[src/rtl/neuron_pkg.sv]
// Shared constants for the neuron byte-stream loader: command opcodes,
// FSM state encoding and reset values of the neuron configuration.
package neuron_pkg;

  localparam logic [1:0] OP_LOAD_INPUTS  = 2'b00;
  localparam logic [1:0] OP_LOAD_WEIGHTS = 2'b01;
  localparam logic [1:0] OP_LOAD_PARAMS  = 2'b10;
  localparam logic [1:0] OP_STEP         = 2'b11;

  typedef logic [1:0] state_t;

  localparam state_t ST_IDLE    = 2'b00;
  localparam state_t ST_LOAD    = 2'b01;
  localparam state_t ST_STEP    = 2'b10;
  localparam state_t ST_CAPTURE = 2'b11;

  // bn_factor 4'b0100 is unity scale
  localparam logic [3:0] BN_FACTOR_RST = 4'b0100;
  localparam int         THRESHOLD_RST = 1;

endpackage

[src/rtl/neuron_stream_loader_deser.sv]
// Byte deserializer: writes accepted bytes LS-first into a shadow register and
// presents the word with the current byte already merged, so the caller can
// commit atomically on the edge that accepts the last byte.
module byte_deserializer #(
  parameter int WIDTH = 32,
  parameter int NB    = WIDTH / 8,
  parameter int CW    = (NB > 1) ? $clog2(NB) : 1
) (
  input  logic             clk,
  input  logic             rst_n,
  input  logic             i_load,
  input  logic [7:0]       i_byte,
  input  logic [CW-1:0]    i_last_idx,
  output logic [WIDTH-1:0] o_word,
  output logic             o_last
);

  logic [WIDTH-1:0] r_shadow;
  logic [CW-1:0]    r_cnt;

  assign o_last = i_load && (r_cnt == i_last_idx);

  always_comb begin
    o_word = r_shadow;
    o_word[{r_cnt, 3'b000} +: 8] = i_byte;
  end

  always_ff @(posedge clk or negedge rst_n) begin
    if (!rst_n) begin
      r_shadow <= '0;
      r_cnt    <= '0;
    end else if (i_load) begin
      r_shadow <= o_word;
      r_cnt    <= o_last ? '0 : r_cnt + CW'(1);
    end
  end

endmodule

[src/rtl/neuron_stream_loader.sv]
// Byte-stream front end for neuron_lif: command decode, atomic config commit,
// step pulse and spike capture. Macro LOADER_AUTO_STEP_EN: a committed
// LOAD_INPUTS payload steps the neuron without a STEP byte.
//
// state      | meaning
// ST_IDLE    | waiting for a command byte
// ST_LOAD    | collecting payload bytes into the shadow register
// ST_STEP    | neuron_enable high for this single cycle
// ST_CAPTURE | spike_out updated, spike_valid high
import neuron_pkg::*;

module neuron_stream_loader #(
  parameter int SYNAPSES       = 32,
  parameter int THRESHOLD_BITS = $clog2(SYNAPSES) + 1,
  parameter int STEP_CNT_BITS  = 16
) (
  input  logic                      clk,
  input  logic                      rst_n,
  input  logic [7:0]                in_data,
  input  logic                      in_valid,
  output logic                      in_ready,
  output logic [SYNAPSES-1:0]       neuron_inputs,
  output logic [SYNAPSES-1:0]       neuron_weights,
  output logic [2:0]                neuron_shift,
  output logic [3:0]                neuron_bn_factor,
  output logic [THRESHOLD_BITS-1:0] neuron_threshold,
  output logic                      neuron_enable,
  input  logic                      neuron_is_spike,
  output logic                      spike_out,
  output logic                      spike_valid,
  output logic [STEP_CNT_BITS-1:0]  step_count
);

  // params need 16 bits of shadow even for an 8-synapse neuron
  localparam int DW   = (SYNAPSES < 16) ? 16 : SYNAPSES;
  localparam int NB_D = DW / 8;
  localparam int CW   = (NB_D > 1) ? $clog2(NB_D) : 1;

  state_t                    r_state;
  state_t                    w_state_nxt;
  logic [1:0]                r_op;
  logic [SYNAPSES-1:0]       r_inputs;
  logic [SYNAPSES-1:0]       r_weights;
  logic [2:0]                r_shift;
  logic [3:0]                r_bn;
  logic [THRESHOLD_BITS-1:0] r_thr;
  logic                      r_spike;
  logic [STEP_CNT_BITS-1:0]  r_step_cnt;

  logic          w_accept;
  logic          w_load_byte;
  logic [CW-1:0] w_last_idx;
  logic [DW-1:0] w_word;
  logic          w_last;

  assign in_ready    = rst_n && ((r_state == ST_IDLE) || (r_state == ST_LOAD));
  assign w_accept    = in_valid && in_ready;
  assign w_load_byte = w_accept && (r_state == ST_LOAD);
  assign w_last_idx  = (r_op == OP_LOAD_PARAMS) ? CW'(1) : CW'(NB_D - 1);

  byte_deserializer #(.WIDTH(DW)) u_deser (
    .clk        (clk),
    .rst_n      (rst_n),
    .i_load     (w_load_byte),
    .i_byte     (in_data),
    .i_last_idx (w_last_idx),
    .o_word     (w_word),
    .o_last     (w_last)
  );

  always_comb begin
    w_state_nxt = r_state;
    case (r_state)
      ST_IDLE: begin
        if (w_accept) w_state_nxt = (in_data[7:6] == OP_STEP) ? ST_STEP : ST_LOAD;
      end
      ST_LOAD: begin
        if (w_last) begin
`ifdef LOADER_AUTO_STEP_EN
          w_state_nxt = (r_op == OP_LOAD_INPUTS) ? ST_STEP : ST_IDLE;
`else
          w_state_nxt = ST_IDLE;
`endif
        end
      end
      ST_STEP:    w_state_nxt = ST_CAPTURE;
      ST_CAPTURE: w_state_nxt = ST_IDLE;
      default:    w_state_nxt = ST_IDLE;
    endcase
  end

  always_ff @(posedge clk or negedge rst_n) begin
    if (!rst_n) begin
      r_state <= ST_IDLE;
      r_op    <= OP_LOAD_INPUTS;
    end else begin
      r_state <= w_state_nxt;
      if (w_accept && (r_state == ST_IDLE)) r_op <= in_data[7:6];
    end
  end

  always_ff @(posedge clk or negedge rst_n) begin
    if (!rst_n) begin
      r_inputs  <= '0;
      r_weights <= '0;
      r_shift   <= '0;
      r_bn      <= BN_FACTOR_RST;
      r_thr     <= THRESHOLD_BITS'(THRESHOLD_RST);
    end else if (w_last) begin
      case (r_op)
        OP_LOAD_INPUTS:  r_inputs  <= w_word[SYNAPSES-1:0];
        OP_LOAD_WEIGHTS: r_weights <= w_word[SYNAPSES-1:0];
        OP_LOAD_PARAMS: begin
          r_shift <= w_word[7:5];
          r_bn    <= w_word[4:1];
          r_thr   <= w_word[8 +: THRESHOLD_BITS];
        end
        default: ;
      endcase
    end
  end

  always_ff @(posedge clk or negedge rst_n) begin
    if (!rst_n) begin
      r_spike    <= 1'b0;
      r_step_cnt <= '0;
    end else if (r_state == ST_STEP) begin
      r_spike    <= neuron_is_spike;
      r_step_cnt <= r_step_cnt + STEP_CNT_BITS'(1);
    end
  end

  assign neuron_inputs    = r_inputs;
  assign neuron_weights   = r_weights;
  assign neuron_shift     = r_shift;
  assign neuron_bn_factor = r_bn;
  assign neuron_threshold = r_thr;
  assign neuron_enable    = (r_state == ST_STEP);
  assign spike_valid      = (r_state == ST_CAPTURE);
  assign spike_out        = r_spike;
  assign step_count       = r_step_cnt;

endmodule

[config.mk]
export PLATFORM = sky130hd
export DESIGN_NAME = neuron_stream_loader
export DESIGN_NICKNAME = d
export VERILOG_FILES = /design/src/rtl/neuron_pkg.sv /design/src/rtl/neuron_stream_loader_deser.sv /design/src/rtl/neuron_stream_loader.sv
export SDC_FILE = /design/constraint.sdc
export NUM_CORES = 1
export LEC_CHECK = 0
export CAP_MARGIN = 20
export CORE_ASPECT_RATIO = 1.25
export CORE_UTILIZATION = 40
export CTS_BUF_LIST = sky130_fd_sc_hd__clkbuf_8
export DETAILED_ROUTE_END_ITERATION = 10
export GPL_ROUTABILITY_DRIVEN = 1
export PLACE_DENSITY_LB_ADDON = 0.3
export SLEW_MARGIN = 20
export SYNTH_ARGS = -nofsm -noshare
export SYNTH_HDL_FRONTEND = slang
export SYNTH_HIERARCHICAL = 1
export SYNTH_SLANG_ARGS = --single-unit
[constraint.sdc]
create_clock -name clk -period 4.3 [get_ports clk]
set_clock_uncertainty 0.05 [all_clocks]
set_input_delay 1.075 -clock clk [delete_from_list [all_inputs] [get_ports clk]]
set_output_delay 1.075 -clock clk [all_outputs]
set_load 0.1 [all_outputs]
==> flow_metrics.env <==
export IMPL_status="finished, final reports clean"
export IMPL_end_kind="primary output"
export IMPL_utilization=0.530
export IMPL_hold_path_end="step_count[15]"
export IMPL_netlist_top_cells_area="dfrtp_1 (56%), mux2_2 (16%), a22o_1 (6.1%)"
export IMPL_grt_first_pass_wirelength_um=20300
export IMPL_ys_types=49
export IMPL_grt_setup_unrepaired="no"
export IMPL_synth_ff_type="dfrtp_1"
export IMPL_dieHeight_um=136
export IMPL_synth_seq_cells=132
export IMPL_synth_top_family_by_area="multiplexers"
export IMPL_worstHoldStart="step_count[15]"
export IMPL_drive_gt1_frac=0.258
export IMPL_yosysWarnings=6
export IMPL_antenna_cells=0
export IMPL_grtUsageTotal=0.180
export IMPL_synth_edf_count=0
export IMPL_reg2reg_slack_ns=1.64
export IMPL_synth_top_area_frac=0.562
export IMPL_cp_max_fo=6
export IMPL_cts_tree="built"
export IMPL_grt_pass1_vias=3913
export IMPL_setup_slack_ns=1.03
export IMPL_relSlewSlack=0.311
export IMPL_arrival_ns=2.14
export IMPL_cts_sinks=132
export IMPL_synth_mux_area_frac=0.159
export IMPL_tightest_slew_ns=1.03
export IMPL_r2r_start="r_state[1]"
export IMPL_p_per_area_nw_per_um2=629
export IMPL_fin_hold_ws_ns=0.429
export IMPL_synthAdderAreaFrac=0.0130
export IMPL_period_minus_slack_ns=3.27
export IMPL_ant_nets=0
export IMPL_htreeDepth=4
export IMPL_nNetsFinal=556
export IMPL_synth_compound_area_frac=0.0900
export IMPL_avgViaCountPerCell=5.20
export IMPL_tns_ns=0
export IMPL_final_hold_violation_count=0
export IMPL_reg2reg_to="neuron_inputs[1]"
export IMPL_rows=48
export IMPL_drt_iter0_markers=222
export IMPL_clk_pin_slew_worst_paths_ns=0.07
export IMPL_clockRootBuffer="clkbuf_8"
export IMPL_whs_path_depth=1
export IMPL_io_pins=109
export IMPL_rr_worst_depth=7
export IMPL_route_detailed_drc=0
export IMPL_core_um2=13900
export IMPL_grt_overflow_total=0
export IMPL_postCtsSetupBuffers=0
export IMPL_pre_cts_ws_ns=0.633
export IMPL_antenna_found_initial=0
export IMPL_numCtsBuffers=17
export IMPL_hpwl_um=8510
export IMPL_stdcell_count=726
export IMPL_crit_required_ns=3.17
export IMPL_cap_viol_max_count=0
export IMPL_synth_top_cell_by_area="dfrtp_1"
export IMPL_cts_hold_buffers=0
export IMPL_gp_congestion=0.726
export IMPL_place_inst=694
export IMPL_start_kind="register"
export IMPL_drt_pass1_iterations=6
export IMPL_synth_area_um2=5780
export IMPL_drt_wl_total_um=12400
export IMPL_initial_core_util=0.415
export IMPL_grt_max_degree=58
export IMPL_numPortBuffers=108
export IMPL_synth_xor_xnor_area_share=0.0257
export IMPL_async_reset_ff_frac=1.00
export IMPL_clockBufferDepth=2
export IMPL_worstHoldPathType="reg -> reg"
export IMPL_syn_avg_cell_area_um2=13.5
export IMPL_clock_fmax_ghz=0.306
export IMPL_yosys_area_share_simple=0.102
export IMPL_setup_violations=0
export IMPL_clk_latency_ns=0.43
export IMPL_die_area_um2=14900
export IMPL_die_w_um=110
export IMPL_drv_slew=0
export IMPL_irDropWorstVdd_mv=0.374
export IMPL_worstSetupPathType="reg -> out"
export IMPL_netlist_instances=430
export IMPL_wl_per_cell_um=17.1
export IMPL_finalCritPeriodShare=0.760
export IMPL_syn_to_final_growth_pct=27.6
export IMPL_ys_seq_area_frac=0.571
export IMPL_dr_total_vias=3774
export IMPL_cts_resized=0
export IMPL_p_leak_uw=0.00341
per-stage QoR:
stage | total power (uW) | instance area (um^2)
floorplan | 3130 | 5790
global placement | 3540 | 6960
detailed placement | 3570 | 6960
CTS | 4690 | 7380
global route | 4850 | 7380
finish | 4640 | 7380
where the power goes:
group          switching, uW  internal (uW)
logic                   1380            535
registers                166           1470
clock network            500            596
worst max-delay path: stages (launching register included):
cell and delay [ns]:
dfrtp_1 0.42, and2_2 0.16, clkdlybuf4s50_1 1.13
metal layers:
metal,routed length (um),GRT usage,share of wire
met1,5370,0.234,0.43
met2,6350,0.295,0.51
met3,584,0.0412,0.047
met4,114,0.0644,0.0092
met5,0,0,0
layout make-up:
cell class | count | area [um^2]
fillers | 1186 | 6550
flip-flops and latches | 132 | 3310
multi-input cells | 261 | 2260
repair buffers | 112 | 1120
clock buffers | 18 | 248
well taps | 175 | 219
clock inverters | 14 | 176
inverters | 14 | 52.6
worst max path at each step:
stage	start	to	cells after the start
3_3_place_gp	rst_n	neuron_inputs[24]	8
6_report	r_state[0]	spike_valid	2
2_1_floorplan	rst_n	neuron_inputs[10]	8
4_1_cts	r_state[0]	spike_valid	2
5_1_grt	rst_n	neuron_inputs[25]	8
3_5_place_dp	rst_n	neuron_inputs[1]	8
registers in the layout (all words and copies together), names as in the netlist:
signal            cells
r_op                  2
r_state               2
neuron_threshold      6
u_deser/r_cnt         2
neuron_shift          3
u_deser/r_shadow     32
neuron_inputs        32
neuron_weights       32
step_count           16
spike_out             1
neuron_bn_factor      4
layout by cell type (no fill, tap or decap), types with 6 or more instances in the layout:
cell type / instances
clkdlybuf4s50_1: 105
a22o_1: 40
mux2_2: 80
dfrtp_1: 130
o21ai_0: 20
xnor2_1: 13
clkbuf_8: 18
nand2_1: 34
nand3_1: 8
ha_1: 6
inv_1: 14
synth_stat cells (5+ instances only):
| library cell | instances |
|---|---|
| nand3_1 | 8 |
| a22o_1 | 40 |
| ha_1 | 6 |
| nor3b_4 | 5 |
| buf_2 | 8 |
| mux2_2 | 80 |
| buf_6 | 6 |
| buf_4 | 5 |
| inv_1 | 14 |
| nand2_1 | 34 |
| o21ai_0 | 20 |
| xnor2_1 | 13 |
| dfrtp_1 | 130 |
cells by family after synthesis:
family                   after synthesis
AND/OR/NAND/NOR                       86
multiplexers                          82
other                                  1
flip-flops                           132
adder cells (fa/ha/maj)                6
XOR/XNOR                              17
buffers and inverters                 38
AO/OA/AOI/OAI                         68
(Power assumes the default switching activity.)
==> RTL edit, RTL diff (same settings) <==
The parameter `SYNAPSES` goes from 32 to 64.
--- a/src/rtl/neuron_stream_loader.sv
+++ b/src/rtl/neuron_stream_loader.sv
@@ -10,7 +10,7 @@
 import neuron_pkg::*;
 
 module neuron_stream_loader #(
-  parameter int SYNAPSES       = 32,
+  parameter int SYNAPSES       = 64,
   parameter int THRESHOLD_BITS = $clog2(SYNAPSES) + 1,
   parameter int STEP_CNT_BITS  = 16
 ) (
Interface: changed (resized neuron_inputs, neuron_threshold and neuron_weights); port bits go from 109 to 174. The function was not compared with the original's and may differ.
==> RTL edit against the original RTL <==
Sequential share of layout area fell by 0.27 points. Maximum frequency down 4.0%. Total power grew 65%. Critical path depth is the same. Worst setup slack lost 140 ps. Non-clock buffer count increased by 69. Worst hold slack worse by 67 ps. Clock power up 71%. Sequential cell count is 98 higher. Synthesized area rose by 76%. Routed wire length rose by 77%. Utilization shrank 1.5 points. Design area rose by 75%. Highest routed layer unchanged.
==> RTL edit: results (changes against the original RTL) <==
| Metric | Value |
|---|---|
| Layout cells sized above 1 | `0.411 (+0.153)` |
| Peak supply drop | `0.262 mV (-30%)` |
| CTS buffer count | `39 (+22)` |
| Gpl congestion | `0.767 (+5.7%)` |
| YS warnings | `6 (unchanged)` |
| Fin nets | `892 (+60%)` |
| Post-synthesis cell type count | `49 (unchanged)` |
| Run status | `completed` |
| Initial drt markers | `162 (-27%)` |
| Antenna Cells | `0 (unchanged)` |
| Postcts setup bufs | `0 (unchanged)` |
| Post-synthesis sequential area ratio | `0.564 (-0.00724)` |
| GRT Overall Usage | `0.176 (-0.00468)` |
| Input/output buffers | `173 (+60%)` |
| Max incr delay on CP | `1140 ps` |
| Layout fillers | `2166 (+83%)` |
| Register clock-pin slew on the reported worst setup and hold paths | `60 ps` |
| PostCTS Resize Cnt | `0 (unchanged)` |
| Drt first pass iters | `4 (-2)` |
| Drt wl/cell | `17.9 um (+4.5%)` |
| Critical Path Slowest Stage Cell | `clkdlybuf4s50_1` |
| Async S/R FF share, synth | `1.00 (unchanged)` |
| Max Buffers Root-to-Sink | `3 (+1)` |
| Top post-synthesis cells by area | `dfrtp_1, mux2_2, buf_6, xnor2_1, nor2_1` |
| Initial antenna violation count | `0 (unchanged)` |
| First-pass GRT wire length | `35400 um (+75%)` |
| Number of global-route vias before repair | `6294 (+61%)` |
| Hold Crit Class | `input pin to asynchronous set/reset pin` |
| Post-Syn Nets | `698` |
| Routed Antenna Nets | `0 (unchanged)` |
| Number of H-tree levels | `2 (-2)` |
| Crit path DAT | `2280 ps (+140 ps)` |
| Clock latency at the later pin of the worst-skew pair | `540 ps (+110 ps)` |
| Hpwl dp | `15000 um (+76%)` |
| Crit-path max FO | `6 (unchanged)` |
| Clock Tree Root | `clkbuf_8` |
| Synth top cells by count | `mux2_2, dfrtp_1, nor2_1` |
| DR vias | `6034 (+60%)` |
| Pleak | `6.15 nW (+80%)` |
| R2R cell count | `5 (-2)` |
| Largest net degree at the start of global routing | `74 (+28%)` |
| Worst Tran Pin Value | `1040 ps (+11.5 ps)` |
-- RTL edit: cell count changes in the layout (fill, tap and decap cells not counted), sizes merged, moves of 31 or more --
cell           delta
mux2            +193
a22o             -40
clkdlybuf4s50    +65
clkbuf           +32
nor2             +31
dfrtp            +98
-- RTL edit: path summary, 6_finish.rpt --
check | from | endpoint | slack (ps)
max in group asynchronous | rst_n | neuron_weights[55]$_DFFE_PN0P_ | 2630
worst min register to register | step_count[15]$_DFFE_PN0P_ | step_count[15]$_DFFE_PN0P_ | 420
worst min-delay path | rst_n | neuron_weights[28]$_DFFE_PN0P_ | 360
worst max register to register | u_deser/r_cnt[2]$_DFFE_PN0P_ | neuron_inputs[34]$_DFFE_PN0P_ | 1120
worst max-delay path | r_state[0]$_DFFE_PN0P_ | spike_valid | 900
min in group clk | step_count[15]$_DFFE_PN0P_ | step_count[15]$_DFFE_PN0P_ | 420
-- RTL edit: area by class of cell --
type	count	share of cell area
clock buffer	50	0.0532
timing repair buffer	181	0.139
inverter	3	0.000870
sequential	230	0.445
multi-input combinational	417	0.324
clock inverter	15	0.00512
tap	335	0.0324
-- RTL edit: cells by family after synthesis --
| logic type | share of synthesized area |
|---|---|
| other cells | 0.000367 |
| compound gates | 0.0193 |
| simple gates | 0.0623 |
| buf+inv | 0.0255 |
| fa+ha+maj | 0.00981 |
| mux | 0.302 |
| flops | 0.564 |
| xor+xnor | 0.0162 |
-- RTL edit: critical path: cells and delay by family, from the launching register on --
kind / cells / cell delay [ps]
DFF: 1 / 430
and+or+nand+nor: 1 / 160
buffers and inverters: 1 / 1140
-- RTL edit: metrics by stage --
| step | setup slack [ps] | hold WS (ps) | util | area, um^2 | cells |
|---|---|---|---|---|---|
| finish | 897 | 362 | 0.515 | 12900 | 1231 |
| detailed placement | 891 | 415 | 0.485 | 12200 | 1166 |
| global route | 843 | 356 | 0.515 | 12900 | 1231 |
| floorplan | 874 | 402 | - | 10200 | 678 |
| CTS | 860 | 349 | 0.515 | 12900 | 1231 |
| global placement | 922 | 412 | 0.485 | 12200 | 1166 |
-- RTL edit: per-layer routing --
layer	vias to the layer above	track usage	wire [um]
met2	125	0.300	11200
met5	-	0	0
li1	2796	-	-
met4	0	0.0539	377
met3	30	0.0311	851
met1	3083	0.225	9550
-- RTL edit: power by group --
group	switching, mW	internal (mW)	leakage, nW
registers	0.224	2.55	3.17
clock network	0.842	1.04	0.426
logic	2.03	0.981	2.55
total	3.10	4.57	6.15
